File: src/rtl/des_pkg.sv
// -----------------------------------------------------------------------------
// des_pkg
// Shared constants for the iterative DES decryptor: FSM state encoding, the
// FIPS 46-3 permutation tables (IP, FP, E, P, PC1, PC2), the eight S-boxes,
// the decrypt-direction rotation schedule and the permutation helpers.
// All tables use FIPS bit numbering: bit 1 is the MSB of a [1:N] vector.
// -----------------------------------------------------------------------------
package des_pkg;

    typedef enum logic [1:0] {
        IDLE  = 2'd0,
        ROUND = 2'd1,
        DONE  = 2'd2
    } state_t;

    localparam int unsigned LAST_ROUND = 16;

    localparam int IP_TBL [0:63] = '{
        58, 50, 42, 34, 26, 18, 10,  2, 60, 52, 44, 36, 28, 20, 12,  4,
        62, 54, 46, 38, 30, 22, 14,  6, 64, 56, 48, 40, 32, 24, 16,  8,
        57, 49, 41, 33, 25, 17,  9,  1, 59, 51, 43, 35, 27, 19, 11,  3,
        61, 53, 45, 37, 29, 21, 13,  5, 63, 55, 47, 39, 31, 23, 15,  7};

    localparam int FP_TBL [0:63] = '{
        40,  8, 48, 16, 56, 24, 64, 32, 39,  7, 47, 15, 55, 23, 63, 31,
        38,  6, 46, 14, 54, 22, 62, 30, 37,  5, 45, 13, 53, 21, 61, 29,
        36,  4, 44, 12, 52, 20, 60, 28, 35,  3, 43, 11, 51, 19, 59, 27,
        34,  2, 42, 10, 50, 18, 58, 26, 33,  1, 41,  9, 49, 17, 57, 25};

    localparam int E_TBL [0:47] = '{
        32,  1,  2,  3,  4,  5,  4,  5,  6,  7,  8,  9,
         8,  9, 10, 11, 12, 13, 12, 13, 14, 15, 16, 17,
        16, 17, 18, 19, 20, 21, 20, 21, 22, 23, 24, 25,
        24, 25, 26, 27, 28, 29, 28, 29, 30, 31, 32,  1};

    localparam int P_TBL [0:31] = '{
        16,  7, 20, 21, 29, 12, 28, 17,  1, 15, 23, 26,  5, 18, 31, 10,
         2,  8, 24, 14, 32, 27,  3,  9, 19, 13, 30,  6, 22, 11,  4, 25};

    localparam int PC1_TBL [0:55] = '{
        57, 49, 41, 33, 25, 17,  9,  1, 58, 50, 42, 34, 26, 18,
        10,  2, 59, 51, 43, 35, 27, 19, 11,  3, 60, 52, 44, 36,
        63, 55, 47, 39, 31, 23, 15,  7, 62, 54, 46, 38, 30, 22,
        14,  6, 61, 53, 45, 37, 29, 21, 13,  5, 28, 20, 12,  4};

    localparam int PC2_TBL [0:47] = '{
        14, 17, 11, 24,  1,  5,  3, 28, 15,  6, 21, 10,
        23, 19, 12,  4, 26,  8, 16,  7, 27, 20, 13,  2,
        41, 52, 31, 37, 47, 55, 30, 40, 51, 45, 33, 48,
        44, 49, 39, 56, 34, 53, 46, 42, 50, 36, 29, 32};

    // Indexed by {b1, b6, b2..b5} of each 6-bit group, i.e. row*16 + column.
    localparam logic [3:0] SBOX [0:7][0:63] = '{
        '{4'd14,4'd4,4'd13,4'd1,4'd2,4'd15,4'd11,4'd8,4'd3,4'd10,4'd6,4'd12,4'd5,4'd9,4'd0,4'd7,
          4'd0,4'd15,4'd7,4'd4,4'd14,4'd2,4'd13,4'd1,4'd10,4'd6,4'd12,4'd11,4'd9,4'd5,4'd3,4'd8,
          4'd4,4'd1,4'd14,4'd8,4'd13,4'd6,4'd2,4'd11,4'd15,4'd12,4'd9,4'd7,4'd3,4'd10,4'd5,4'd0,
          4'd15,4'd12,4'd8,4'd2,4'd4,4'd9,4'd1,4'd7,4'd5,4'd11,4'd3,4'd14,4'd10,4'd0,4'd6,4'd13},
        '{4'd15,4'd1,4'd8,4'd14,4'd6,4'd11,4'd3,4'd4,4'd9,4'd7,4'd2,4'd13,4'd12,4'd0,4'd5,4'd10,
          4'd3,4'd13,4'd4,4'd7,4'd15,4'd2,4'd8,4'd14,4'd12,4'd0,4'd1,4'd10,4'd6,4'd9,4'd11,4'd5,
          4'd0,4'd14,4'd7,4'd11,4'd10,4'd4,4'd13,4'd1,4'd5,4'd8,4'd12,4'd6,4'd9,4'd3,4'd2,4'd15,
          4'd13,4'd8,4'd10,4'd1,4'd3,4'd15,4'd4,4'd2,4'd11,4'd6,4'd7,4'd12,4'd0,4'd5,4'd14,4'd9},
        '{4'd10,4'd0,4'd9,4'd14,4'd6,4'd3,4'd15,4'd5,4'd1,4'd13,4'd12,4'd7,4'd11,4'd4,4'd2,4'd8,
          4'd13,4'd7,4'd0,4'd9,4'd3,4'd4,4'd6,4'd10,4'd2,4'd8,4'd5,4'd14,4'd12,4'd11,4'd15,4'd1,
          4'd13,4'd6,4'd4,4'd9,4'd8,4'd15,4'd3,4'd0,4'd11,4'd1,4'd2,4'd12,4'd5,4'd10,4'd14,4'd7,
          4'd1,4'd10,4'd13,4'd0,4'd6,4'd9,4'd8,4'd7,4'd4,4'd15,4'd14,4'd3,4'd11,4'd5,4'd2,4'd12},
        '{4'd7,4'd13,4'd14,4'd3,4'd0,4'd6,4'd9,4'd10,4'd1,4'd2,4'd8,4'd5,4'd11,4'd12,4'd4,4'd15,
          4'd13,4'd8,4'd11,4'd5,4'd6,4'd15,4'd0,4'd3,4'd4,4'd7,4'd2,4'd12,4'd1,4'd10,4'd14,4'd9,
          4'd10,4'd6,4'd9,4'd0,4'd12,4'd11,4'd7,4'd13,4'd15,4'd1,4'd3,4'd14,4'd5,4'd2,4'd8,4'd4,
          4'd3,4'd15,4'd0,4'd6,4'd10,4'd1,4'd13,4'd8,4'd9,4'd4,4'd5,4'd11,4'd12,4'd7,4'd2,4'd14},
        '{4'd2,4'd12,4'd4,4'd1,4'd7,4'd10,4'd11,4'd6,4'd8,4'd5,4'd3,4'd15,4'd13,4'd0,4'd14,4'd9,
          4'd14,4'd11,4'd2,4'd12,4'd4,4'd7,4'd13,4'd1,4'd5,4'd0,4'd15,4'd10,4'd3,4'd9,4'd8,4'd6,
          4'd4,4'd2,4'd1,4'd11,4'd10,4'd13,4'd7,4'd8,4'd15,4'd9,4'd12,4'd5,4'd6,4'd3,4'd0,4'd14,
          4'd11,4'd8,4'd12,4'd7,4'd1,4'd14,4'd2,4'd13,4'd6,4'd15,4'd0,4'd9,4'd10,4'd4,4'd5,4'd3},
        '{4'd12,4'd1,4'd10,4'd15,4'd9,4'd2,4'd6,4'd8,4'd0,4'd13,4'd3,4'd4,4'd14,4'd7,4'd5,4'd11,
          4'd10,4'd15,4'd4,4'd2,4'd7,4'd12,4'd9,4'd5,4'd6,4'd1,4'd13,4'd14,4'd0,4'd11,4'd3,4'd8,
          4'd9,4'd14,4'd15,4'd5,4'd2,4'd8,4'd12,4'd3,4'd7,4'd0,4'd4,4'd10,4'd1,4'd13,4'd11,4'd6,
          4'd4,4'd3,4'd2,4'd12,4'd9,4'd5,4'd15,4'd10,4'd11,4'd14,4'd1,4'd7,4'd6,4'd0,4'd8,4'd13},
        '{4'd4,4'd11,4'd2,4'd14,4'd15,4'd0,4'd8,4'd13,4'd3,4'd12,4'd9,4'd7,4'd5,4'd10,4'd6,4'd1,
          4'd13,4'd0,4'd11,4'd7,4'd4,4'd9,4'd1,4'd10,4'd14,4'd3,4'd5,4'd12,4'd2,4'd15,4'd8,4'd6,
          4'd1,4'd4,4'd11,4'd13,4'd12,4'd3,4'd7,4'd14,4'd10,4'd15,4'd6,4'd8,4'd0,4'd5,4'd9,4'd2,
          4'd6,4'd11,4'd13,4'd8,4'd1,4'd4,4'd10,4'd7,4'd9,4'd5,4'd0,4'd15,4'd14,4'd2,4'd3,4'd12},
        '{4'd13,4'd2,4'd8,4'd4,4'd6,4'd15,4'd11,4'd1,4'd10,4'd9,4'd3,4'd14,4'd5,4'd0,4'd12,4'd7,
          4'd1,4'd15,4'd13,4'd8,4'd10,4'd3,4'd7,4'd4,4'd12,4'd5,4'd6,4'd11,4'd0,4'd14,4'd9,4'd2,
          4'd7,4'd11,4'd4,4'd1,4'd9,4'd12,4'd14,4'd2,4'd0,4'd6,4'd10,4'd13,4'd15,4'd3,4'd5,4'd8,
          4'd2,4'd1,4'd14,4'd7,4'd4,4'd10,4'd8,4'd13,4'd15,4'd12,4'd9,4'd0,4'd3,4'd5,4'd6,4'd11}};

    // Right-rotate amount applied before round i (indexed by the round
    // counter). Round 1 uses C0,D0 unrotated; unused slots are zero so the
    // full 5-bit counter can index the table directly.
    localparam logic [1:0] DEC_SHIFT [0:31] = '{
        2'd0, 2'd0, 2'd1, 2'd2, 2'd2, 2'd2, 2'd2, 2'd2,
        2'd2, 2'd1, 2'd2, 2'd2, 2'd2, 2'd2, 2'd2, 2'd2,
        2'd1, 2'd0, 2'd0, 2'd0, 2'd0, 2'd0, 2'd0, 2'd0,
        2'd0, 2'd0, 2'd0, 2'd0, 2'd0, 2'd0, 2'd0, 2'd0};

    function automatic logic [1:64] ip_perm(input logic [1:64] x);
        logic [1:64] y;
        for (int i = 0; i < 64; i++) y[i+1] = x[IP_TBL[i]];
        return y;
    endfunction

    function automatic logic [1:64] fp_perm(input logic [1:64] x);
        logic [1:64] y;
        for (int i = 0; i < 64; i++) y[i+1] = x[FP_TBL[i]];
        return y;
    endfunction

    function automatic logic [1:48] e_expand(input logic [1:32] x);
        logic [1:48] y;
        for (int i = 0; i < 48; i++) y[i+1] = x[E_TBL[i]];
        return y;
    endfunction

    function automatic logic [1:32] p_perm(input logic [1:32] x);
        logic [1:32] y;
        for (int i = 0; i < 32; i++) y[i+1] = x[P_TBL[i]];
        return y;
    endfunction

    // PC1 never references bits 8,16,...,64, so key parity is dropped here.
    function automatic logic [1:56] pc1_perm(input logic [1:64] x);
        logic [1:56] y;
        for (int i = 0; i < 56; i++) y[i+1] = x[PC1_TBL[i]];
        return y;
    endfunction

    function automatic logic [1:48] pc2_perm(input logic [1:56] x);
        logic [1:48] y;
        for (int i = 0; i < 48; i++) y[i+1] = x[PC2_TBL[i]];
        return y;
    endfunction

    // Circular right rotation of one 28-bit key half (bit 28 wraps to bit 1).
    function automatic logic [1:28] rotr28(input logic [1:28] x, input logic [1:0] n);
        logic [1:28] y;
        case (n)
            2'd1:    y = {x[28], x[1:27]};
            2'd2:    y = {x[27:28], x[1:26]};
            default: y = x;
        endcase
        return y;
    endfunction

endpackage

File: src/rtl/des_f_function.sv
// -----------------------------------------------------------------------------
// des_f_function
// Combinational DES round function f(R, K): expand R to 48 bits, mix in the
// subkey, substitute through the eight S-boxes and apply P.
// Ports:
//   r     [1:32] right half entering the round
//   k     [1:48] round subkey
//   f_out [1:32] f(R, K)
// -----------------------------------------------------------------------------
module des_f_function
    import des_pkg::*;
(
    input  logic [1:32] r,
    input  logic [1:48] k,
    output logic [1:32] f_out
);

    logic [1:48] x;
    logic [1:32] s_out;

    always_comb begin
        x     = e_expand(r) ^ k;
        s_out = '0;
        // Row is the outer bit pair {b1,b6}, column the inner bits b2..b5.
        for (int s = 0; s < 8; s++) begin
            s_out[4*s+1 +: 4] = SBOX[s][{x[6*s+1], x[6*s+6], x[6*s+2 +: 4]}];
        end
        f_out = p_perm(s_out);
    end

endmodule

File: src/rtl/des_decrypt_iter.sv
// -----------------------------------------------------------------------------
// des_decrypt_iter
// Iterative DES decryptor: one Feistel round per clock, sixteen rounds per
// block, with the decrypt key schedule generated on the fly by rotating the
// C/D halves right. Handshake on both sides is valid/ready.
// Ports:
//   clk, rst_n        clock, asynchronous active-low reset
//   in_valid/in_ready ciphertext + key offered / block idle and accepting
//   in      [1:64]    ciphertext (bit 1 = MSB)
//   key_in  [1:64]    key, parity bits 8,16,...,64 ignored
//   out_valid/out_ready plaintext available / consumer takes it
//   De      [1:64]    recovered plaintext
//   key_out [1:64]    key captured with this block (for chaining, e.g. 3DES)
// -----------------------------------------------------------------------------
module des_decrypt_iter
    import des_pkg::*;
(
    input  logic        clk,
    input  logic        rst_n,
    input  logic        in_valid,
    output logic        in_ready,
    input  logic [1:64] in,
    input  logic [1:64] key_in,
    output logic        out_valid,
    input  logic        out_ready,
    output logic [1:64] De,
    output logic [1:64] key_out
);

    state_t      state;
    logic [4:0]  round_cnt;
    logic [1:32] l_q, r_q;
    logic [1:28] c_q, d_q;

    logic [1:28] c_nxt, d_nxt;
    logic [1:48] subkey;
    logic [1:32] f_val;
    logic [1:32] r_nxt;

    // C/D hold the halves of the previous round; rotate them for this round
    // and derive Ki from the rotated pair.
    always_comb begin
        c_nxt  = rotr28(c_q, DEC_SHIFT[round_cnt]);
        d_nxt  = rotr28(d_q, DEC_SHIFT[round_cnt]);
        subkey = pc2_perm({c_nxt, d_nxt});
        r_nxt  = l_q ^ f_val;
    end

    des_f_function u_f (
        .r     (r_q),
        .k     (subkey),
        .f_out (f_val)
    );

    assign in_ready  = (state == IDLE);
    assign out_valid = (state == DONE);

    always_ff @(posedge clk or negedge rst_n) begin
        if (!rst_n) begin
            state     <= IDLE;
            round_cnt <= '0;
            l_q       <= '0;
            r_q       <= '0;
            c_q       <= '0;
            d_q       <= '0;
            De        <= '0;
            key_out   <= '0;
        end else begin
            case (state)
                IDLE: begin
                    if (in_valid) begin
                        {l_q, r_q} <= ip_perm(in);
                        {c_q, d_q} <= pc1_perm(key_in);
                        key_out    <= key_in;
                        round_cnt  <= 5'd1;
                        state      <= ROUND;
                    end
                end
                ROUND: begin
                    l_q <= r_q;
                    r_q <= r_nxt;
                    c_q <= c_nxt;
                    d_q <= d_nxt;
                    if (round_cnt == 5'(LAST_ROUND)) begin
                        // Final swap: output is FP(R16 || L16).
                        De    <= fp_perm({r_nxt, r_q});
                        state <= DONE;
                    end else begin
                        round_cnt <= round_cnt + 5'd1;
                    end
                end
                DONE: begin
                    if (out_ready) state <= IDLE;
                end
                default: state <= IDLE;
            endcase
        end
    end

endmodule

File: config.mk
export PLATFORM = sky130hd
export DESIGN_NAME = des_decrypt_iter
export DESIGN_NICKNAME = d
export VERILOG_FILES = /design/src/rtl/des_pkg.sv /design/src/rtl/des_f_function.sv /design/src/rtl/des_decrypt_iter.sv
export SDC_FILE = /design/constraint.sdc
export NUM_CORES = 1
export LEC_CHECK = 0
export CORE_ASPECT_RATIO = 0.75
export CORE_MARGIN = 4
export CORE_UTILIZATION = 50
export CTS_CLUSTER_SIZE = 25
export DETAILED_ROUTE_END_ITERATION = 16
export GPL_TIMING_DRIVEN = 1
export PLACE_DENSITY_LB_ADDON = 0.1
export SLEW_MARGIN = 10
export SYNTH_ARGS = -nofsm -noshare
export SYNTH_HDL_FRONTEND = slang
export SYNTH_SLANG_ARGS = --single-unit
File: constraint.sdc
create_clock -name clk -period 13.5 [get_ports clk]
set_input_delay 1.35 -clock clk [delete_from_list [all_inputs] [get_ports clk]]
set_output_delay 1.35 -clock clk [all_outputs]
set_load 0.01 [all_outputs]
==> results_dict.tcl, run 1 <==
set metrics [dict create \
    wl_microns 69300 \
    detailedRoute.firstIterationViolations 2257 \
    clk_pin_slew_ns 0.07 \
    dpl_worst_slack_ns 7.89 \
    syn-num-nets 2454 \
    setup-tns-final_ns 0 \
    dieArea_sq_um 39900 \
    dp.cells 2836 \
    row_count 60 \
    cts_hold_buffers 0 \
    clock_sinks 255 \
    hold_path_class "flip-flop to flip-flop" \
    setup_ws_ns 7.78 \
    yosysUniqueCellTypes 100 \
    yosysSeqAreaShare_pct 34.7 \
    cts.htree.levels 1 \
    start_util_pct 51.0 \
    finalCritPeriodShare_pct 42.4 \
    fin_skew_ns 0.0315 \
    syn_area_sq_um 18400 \
    grtUsageTotal_pct 33.4 \
    tritoncts "done" \
    nets 2601 \
    drv_cap 0 \
    critPathMaxStageDelay_ns 0.69 \
    cp-end-kind "flip-flop" \
    grt_max_degree 94 \
    drc 0 \
    area_delta_synth_final_pct 18.9 \
    period_minus_slack_ns 5.72 \
    ctsResizeCount 0 \
    critical_path_class "flip-flop to flip-flop" \
    max_freq_ghz 0.175 \
    crit_path_cell_trace "ha_1 -> inv_1 -> ha_1 -> nor2b_1 -> or3_1 -> ha_2 -> buf_4 -> inv_4 -> mux2i_1 -> xnor2_1 -> inv_1 -> ha_1 -> nand3_1 -> and3_1 -> a2111oi_0 -> a221oi_1 -> xor2_1 -> nor2_1 -> o21ai_1" \
    crit_fanout 86 \
    tightest_slew_ns 1.11 \
    synth_flop_cell "dfrtp_1" \
    hold_viol 0 \
    synthesis.instances 2253 \
    critPathArrivalTime_ns 6.24 \
    antenna_found_initial 1 \
    avgSynthCellArea_sq_um 8.15 \
    start_kind "flip-flop" \
    cts_buffers 27 \
    cp_slowest_cell "buf_4" \
    ant_nets 0 \
    drv_slew 0 \
    setup_viol 0 \
    cp.required_ns 14.02 \
    vias 18649 \
    synth_edf_count 0 \
    slew-limit-headroom_pct 25.8 \
    rsz0062_at_grt "no" \
    critPathMostFrequentCell "ha_1" \
    yosysWarningCount 0 \
    ys_async_sr_fraction_pct 100 \
    routedWlPerCell_microns 24.0 \
    grt_pass1_vias 17323 \
    hold_slack_ns 0.473 \
    die_h_microns 174 \
    ys_ff_latch 255 \
    grt_pass1_wl_microns 106000 \
    avgViaCountPerCell 6.46 \
    core_sq_um 36000 \
    grt_overflow 0 \
    final_common_cell "nand2_1" \
    dp_hpwl_microns 49600 \
    gp_congestion 0.992 \
    io_pins 262 \
    status "finished, final reports clean" \
    antennaDiodeCount 0 \
    dr.pass1.iters 6 \
    cts_setup_buffers 0 \
    io_buffers 261 \
    clock_latency_ns 0.59 \
    mostFrequentLayoutCells "nand2_1, clkdlybuf4s50_1, dfrtp_1" \
    die_w_microns 229 \
    root_buffer "clkbuf_16" \
    final_cells 2886 \
    cts_buffer_depth 3 \
    final_layout_size_suffix_gt1_share_pct 7.35 \
]
==> registers in the layout, summed over array words and instances (netlist names) <==
name       flops
key_out       64
c_q           28
De            64
r_q           32
state          2
d_q           28
l_q           32
round_cnt      5
==> stage by stage <==
stage          utilization, %  cell area (sq um)
2_1_floorplan               -              18400
3_3_place_gp             58.1              21000
3_5_place_dp             58.1              21000
4_1_cts                  60.6              21800
5_1_grt                  60.6              21800
6_report                 60.6              21800
==> worst max-delay path, delay by kind of cell, from the launching register on <==
kind	cells	cell delay, ns
compound gates	3	0.66
buf+inv	4	1.33
flops	1	0.43
mux	1	0.25
xor+xnor	2	0.90
simple gates	5	0.85
fa+ha+maj	4	1.13
==> per-layer routing <==
layer	wire length, microns	up-vias	track usage [%]
met4	2480	2	8.90
met5	13	-	0
met2	29800	952	49.7
met3	6790	166	7.78
li1	-	8409	-
met1	30200	9120	48.9
==> synthesized netlist by cell type (21+ instances only) <==
cell type    n  area (sq um)
nor2_1     156           586
o211ai_1    41           308
o21ai_0    113           566
a21oi_1    108           541
xor2_1      31           272
a211oi_1    43           323
buf_2       33           165
o22ai_1     36           225
a22oi_1     21           158
nand2_1    510          1910
inv_1       43           161
or3_1       26           163
nor2b_1     28           175
ha_1        69           863
clkbuf_1    93           349
nand3_1     33           165
xnor2_1     42           368
nor3_1      55           275
o21ai_1     26           130
a31oi_1     55           344
dfrtp_1    255          6380
mux2i_1     29           290
a221oi_1    37           324
==> layout make-up <==
cell class | instances | area (sq um)
well taps | 465 | 582
fillers | 3234 | 14200
multi-input cells | 1781 | 11000
flip-flops and latches | 255 | 6380
clock buffers | 36 | 749
inverters | 52 | 198
repair buffers | 283 | 2780
clock inverters | 14 | 144
==> cells by family after synthesis <==
group	after synthesis	share of synthesized area [%]
compound gates	679	26.2
buf+inv	217	5.59
xor+xnor	84	4.64
mux	36	2.19
fa+ha+maj	70	4.75
simple gates	912	21.9
flops	255	34.7
==> final timing paths <==
path,from,end,slack [ns],cells past startpoint
setup / recovery,round_cnt[0],r_q[20],7.78,19
hold / removal,De[15],De[15],0.47,2
setup reg to reg,round_cnt[0],r_q[20],7.78,19
hold reg to reg,De[15],De[15],0.47,2
max in group asynchronous,rst_n,key_out[12],11.34,2
min in group asynchronous,rst_n,key_out[48],0.71,1
Power of run 1 is left out: the tool's default activity adds up to more than one toggle a clock period on the data nets, which glitch-free logic cannot reach.
==> run 2, diff against run 1 <==
==> constraint.sdc (replaced) <==
create_clock -name clk -period 5.9 [get_ports clk]
set_input_delay 0.59 -clock clk [delete_from_list [all_inputs] [get_ports clk]]
set_output_delay 0.59 -clock clk [all_outputs]
set_load 0.01 [all_outputs]
==> run 2 against run 1 <==
First-iteration DRC count grew 5.9%; hold slack lost 0.42 ns; flip-flop and latch count stayed put; clock-buffer cell count up 3; sequential share of layout area shrank 0.075 points; clock skew is 0.0092 ns lower; maximum frequency grew 4.5%; register-to-register slack lost 7.4 ns; critical path depth unchanged; cell count increased by 0.42%; via count is 0.25% lower; critical path type unchanged; largest cell class unchanged.
==> results_dict.tcl, run 2 (same netlist as run 1, synthesis figures left out) <==
set metrics [dict create \
    final_common_cell "nand2_1" \
    final_cells 2898 \
    io_pins 262 \
    avgViaCountPerCell 6.42 \
    top_regs "De: 64 flops, key_out: 64 flops" \
    grt_max_degree 105 \
    slew-limit-headroom_pct 20.1 \
    grt_overflow 0 \
    tritoncts "done" \
    drv_slew 0 \
    setup_viol 0 \
    cts_hold_buffers 0 \
    antennaDiodeCount 0 \
    root_buffer "clkbuf_16" \
    antenna_found_initial 0 \
    area_delta_synth_final_pct 19.2 \
    grt_pass1_wl_microns 109000 \
    tightest_slew_ns 1.19 \
    mostFrequentLayoutCells "nand2_1, clkdlybuf4s50_1, dfrtp_1" \
    core_sq_um 36000 \
    cp-end-kind "flip-flop" \
    finalCritPeriodShare_pct 92.7 \
    wl_microns 71200 \
    drv_cap 0 \
    dp_hpwl_microns 52200 \
    critPathArrivalTime_ns 5.87 \
    period_minus_slack_ns 5.47 \
    drc 0 \
    hold_viol 0 \
    ctsResizeCount 0 \
    rsz0062_at_grt "no" \
    fin_skew_ns 0.0223 \
    cp.required_ns 6.30 \
    gp_congestion 1.00 \
    cts.htree.levels 1 \
    start_util_pct 51.0 \
    grtUsageTotal_pct 34.3 \
    die_h_microns 174 \
    clock_sinks 255 \
    dp.cells 2853 \
    detailedRoute.firstIterationViolations 2390 \
    routedWlPerCell_microns 24.6 \
    row_count 60 \
    hold_path_class "input pin to asynchronous set/reset pin" \
    critical_path_class "flip-flop to flip-flop" \
    die_w_microns 229 \
    start_kind "flip-flop" \
    setup-tns-final_ns 0 \
    cts_buffers 27 \
    dieArea_sq_um 39900 \
    final_layout_size_suffix_gt1_share_pct 7.60 \
    dr.pass1.iters 6 \
    vias 18602 \
    cts_buffer_depth 3 \
    grt_pass1_vias 17649 \
    status "finished, final reports clean" \
    nets 2618 \
    io_buffers 261 \
    ant_nets 0 \
    clk_pin_slew_ns 0.06 \
    crit_fanout 34 \
    hold_slack_ns 0.0544 \
    clock_latency_ns 0.57 \
    cts_setup_buffers 0 \
    max_freq_ghz 0.183 \
]
## run 2: worst paths after layout
check                      slack, ns         start     endpoint  cells past startpoint
setup / recovery                0.43  round_cnt[0]       De[36]                     19
hold / removal                  0.05         rst_n  key_out[35]                      1
setup reg to reg                0.43  round_cnt[0]       De[36]                     19
hold reg to reg                 0.47   key_out[31]  key_out[31]                      2
max in group asynchronous       4.32         rst_n       r_q[7]                      2
min in group clk                0.47   key_out[31]  key_out[31]                      2
## run 2: area by class of cell
class | instances | area [sq um]
multi-input combinational | 1781 | 11000
inverter | 52 | 198
sequential | 255 | 6380
tap | 465 | 582
timing repair buffer | 300 | 2920
fill | 3225 | 14100
clock inverter | 6 | 68.8
clock buffer | 39 | 741
## run 2: per-layer routing
layer,part of all wire (%),track usage [%],up-vias
met5,0,0,-
met1,44,50.5,9007
met3,9.9,7.26,175
met2,42,49.8,995
met4,4.1,12.1,0
li1,-,-,8425
## run 2: critical path: stages, from the launching register on
cell     delay (ns)
dfrtp_1        0.43
ha_1           0.20
inv_1          0.06
ha_1           0.17
nor2b_1        0.12
or3_1          0.35
ha_2           0.44
buf_4          0.33
a22oi_1        0.28
a21oi_1        0.19
xnor2_2        0.51
inv_1          0.22
ha_1           0.48
inv_1          0.21
mux2i_1        0.11
o21ai_0        0.27
nor2_1         0.07
o31ai_1        0.46
xor2_1         0.26
o21ai_0        0.12
## run 2: metrics by stage
| step | utilization [%] | area [sq um] | worst slack, ns |
|---|---|---|---|
| after global placement | 58.5 | 21100 | 0.683 |
| final | 60.8 | 21900 | 0.428 |
| after floorplan | - | 18400 | 1.46 |
| after CTS | 60.8 | 21900 | 0.510 |
| after global routing | 60.8 | 21900 | 0.0883 |
| after detailed placement | 58.5 | 21100 | 0.542 |
Power of run 2 is left out for the same reason.
==> run 3, diff against run 2 <==
--- a/config.mk
+++ b/config.mk
@@ -7,7 +7,7 @@
 export LEC_CHECK = 0
 export CORE_ASPECT_RATIO = 0.75
 export CORE_MARGIN = 4
-export CORE_UTILIZATION = 50
+export CORE_UTILIZATION = 56
 export CTS_CLUSTER_SIZE = 25
 export DETAILED_ROUTE_END_ITERATION = 16
 export GPL_TIMING_DRIVEN = 1
==> run 3 against run 2 <==
Die area shrank 10%; critical endpoint is now r_q[11]; cell area grew 0.77%; via count increased by 0.64%; routed wire length shrank 4.9%; critical path type unchanged.
==> results_dict.tcl, run 3 (same netlist as run 1, synthesis figures left out) <==
set metrics [dict create \
    routedWlPerCell_microns 23.5 \
    drv_cap 0 \
    cts_setup_buffers 0 \
    rsz0062_at_grt "no" \
    detailedRoute.firstIterationViolations 2484 \
    grt_pass1_wl_microns 103000 \
    start_util_pct 56.7 \
    cp.required_ns 6.37 \
    start_kind "flip-flop" \
    top_layer "met5" \
    setup_viol 0 \
    core_sq_um 32400 \
    clk_pin_slew_ns 0.06 \
    cts_buffers 26 \
    slew-limit-headroom_pct 30.8 \
    grtUsageTotal_pct 36.3 \
    worstReg2RegStart "round_cnt[0]" \
    drv_slew 0 \
    dr.pass1.iters 8 \
    hold_slack_ns 0.0626 \
    clock_latency_ns 0.57 \
    cp_slowest_cell "ha_2" \
    root_buffer "clkbuf_16" \
    top_regs "De: 64 flops, key_out: 64 flops" \
    finalCritPeriodShare_pct 89.7 \
    antenna_found_initial 3 \
    die_h_microns 165 \
    gp_congestion 1.01 \
    critPathArrivalTime_ns 5.77 \
    io_pins 262 \
    drc 0 \
    critPathMostFrequentCell "ha_1" \
    nets 2623 \
    final_layout_size_suffix_gt1_share_pct 8.03 \
    area_delta_synth_final_pct 20.1 \
    met1_length_microns 28600 \
    routed-wl-met3_microns 7780 \
    final_common_cell "nand2_1" \
    r2r_slack_ns 0.61 \
    wl_met2_microns 29100 \
    dieArea_sq_um 35800 \
    cts.htree.levels 1 \
    fin_skew_ns 0.0184 \
    vias 18721 \
    hold_path_class "input pin to asynchronous set/reset pin" \
    io_buffers 261 \
    die_w_microns 217 \
    tritoncts "done" \
    crit_path_cell_trace "ha_1 -> inv_1 -> ha_1 -> nor2b_1 -> or3_1 -> ha_2 -> buf_4 -> nor2b_1 -> o21ai_0 -> nand2_2 -> ha_1 -> nor3_1 -> a211oi_1 -> o32a_1 -> o22ai_1 -> xnor2_1 -> nand2_1 -> a21oi_1" \
    dp_hpwl_microns 49900 \
    cts_hold_buffers 0 \
    avgViaCountPerCell 6.49 \
    mostFrequentLayoutCells "nand2_1, clkdlybuf4s50_1, dfrtp_1" \
    cp-end-kind "flip-flop" \
    critPathMaxStageDelay_ns 0.71 \
    startpoint "round_cnt[0]" \
    wl_microns 67700 \
    clock_sinks 255 \
    grt_overflow 0 \
    grt_max_degree 142 \
    fin_util_pct 68.2 \
    tightest_slew_ns 1.04 \
    status "finished, final reports clean" \
    row_count 57 \
    grt_pass1_vias 17171 \
    period_minus_slack_ns 5.29 \
    max_freq_ghz 0.189 \
    crit_fanout 27 \
    cts_buffer_depth 3 \
    critical_path_class "flip-flop to flip-flop" \
    ant_nets 0 \
    hold_viol 0 \
    setup-tns-final_ns 0 \
    ctsResizeCount 0 \
]
-- run 3: worst max-delay path, delay by kind of cell, from the launching register on --
kind,cells,cell delay [ns]
simple gates,6,1.49
flops,1,0.44
compound gates,5,1.15
xor+xnor,1,0.18
fa+ha+maj,4,1.48
buf+inv,2,0.43
-- run 3: through the flow --
step / cell area (sq um) / worst slack [ns] / cells
finish: 22100 / 0.607 / 2883
global route: 22100 / 0.327 / 2882
CTS: 22100 / 0.747 / 2882
detailed placement: 21100 / 0.767 / 2836
global placement: 21100 / 0.912 / 2836
floorplan: 18400 / 1.46 / 2253
-- run 3: final timing paths --
path,end,cells past startpoint
max,r_q[11],18
min,r_q[6],1
max reg2reg,r_q[11],18
min reg2reg,De[23],2
max in group asynchronous,c_q[3],2
min in group clk,De[23],2
-- run 3: metal layers --
| layer | global-route usage, % | up-vias |
|---|---|---|
| li1 | - | 8444 |
| met2 | 54.1 | 1094 |
| met5 | 0 | - |
| met4 | 9.42 | 4 |
| met1 | 52.6 | 9010 |
| met3 | 9.53 | 169 |
-- run 3: layout make-up --
| class | instances | area [sq um] |
|---|---|---|
| Multi-Input combinational cell | 1781 | 11000 |
| Fill cell | 2710 | 10300 |
| Sequential cell | 255 | 6380 |
| Timing Repair Buffer | 306 | 2990 |
| Clock buffer | 37 | 753 |
| Tap cell | 442 | 553 |
| Inverter | 52 | 198 |
| Clock inverter | 9 | 180 |
| Antenna cell | 1 | 2.50 |
Power of run 3 is left out for the same reason.
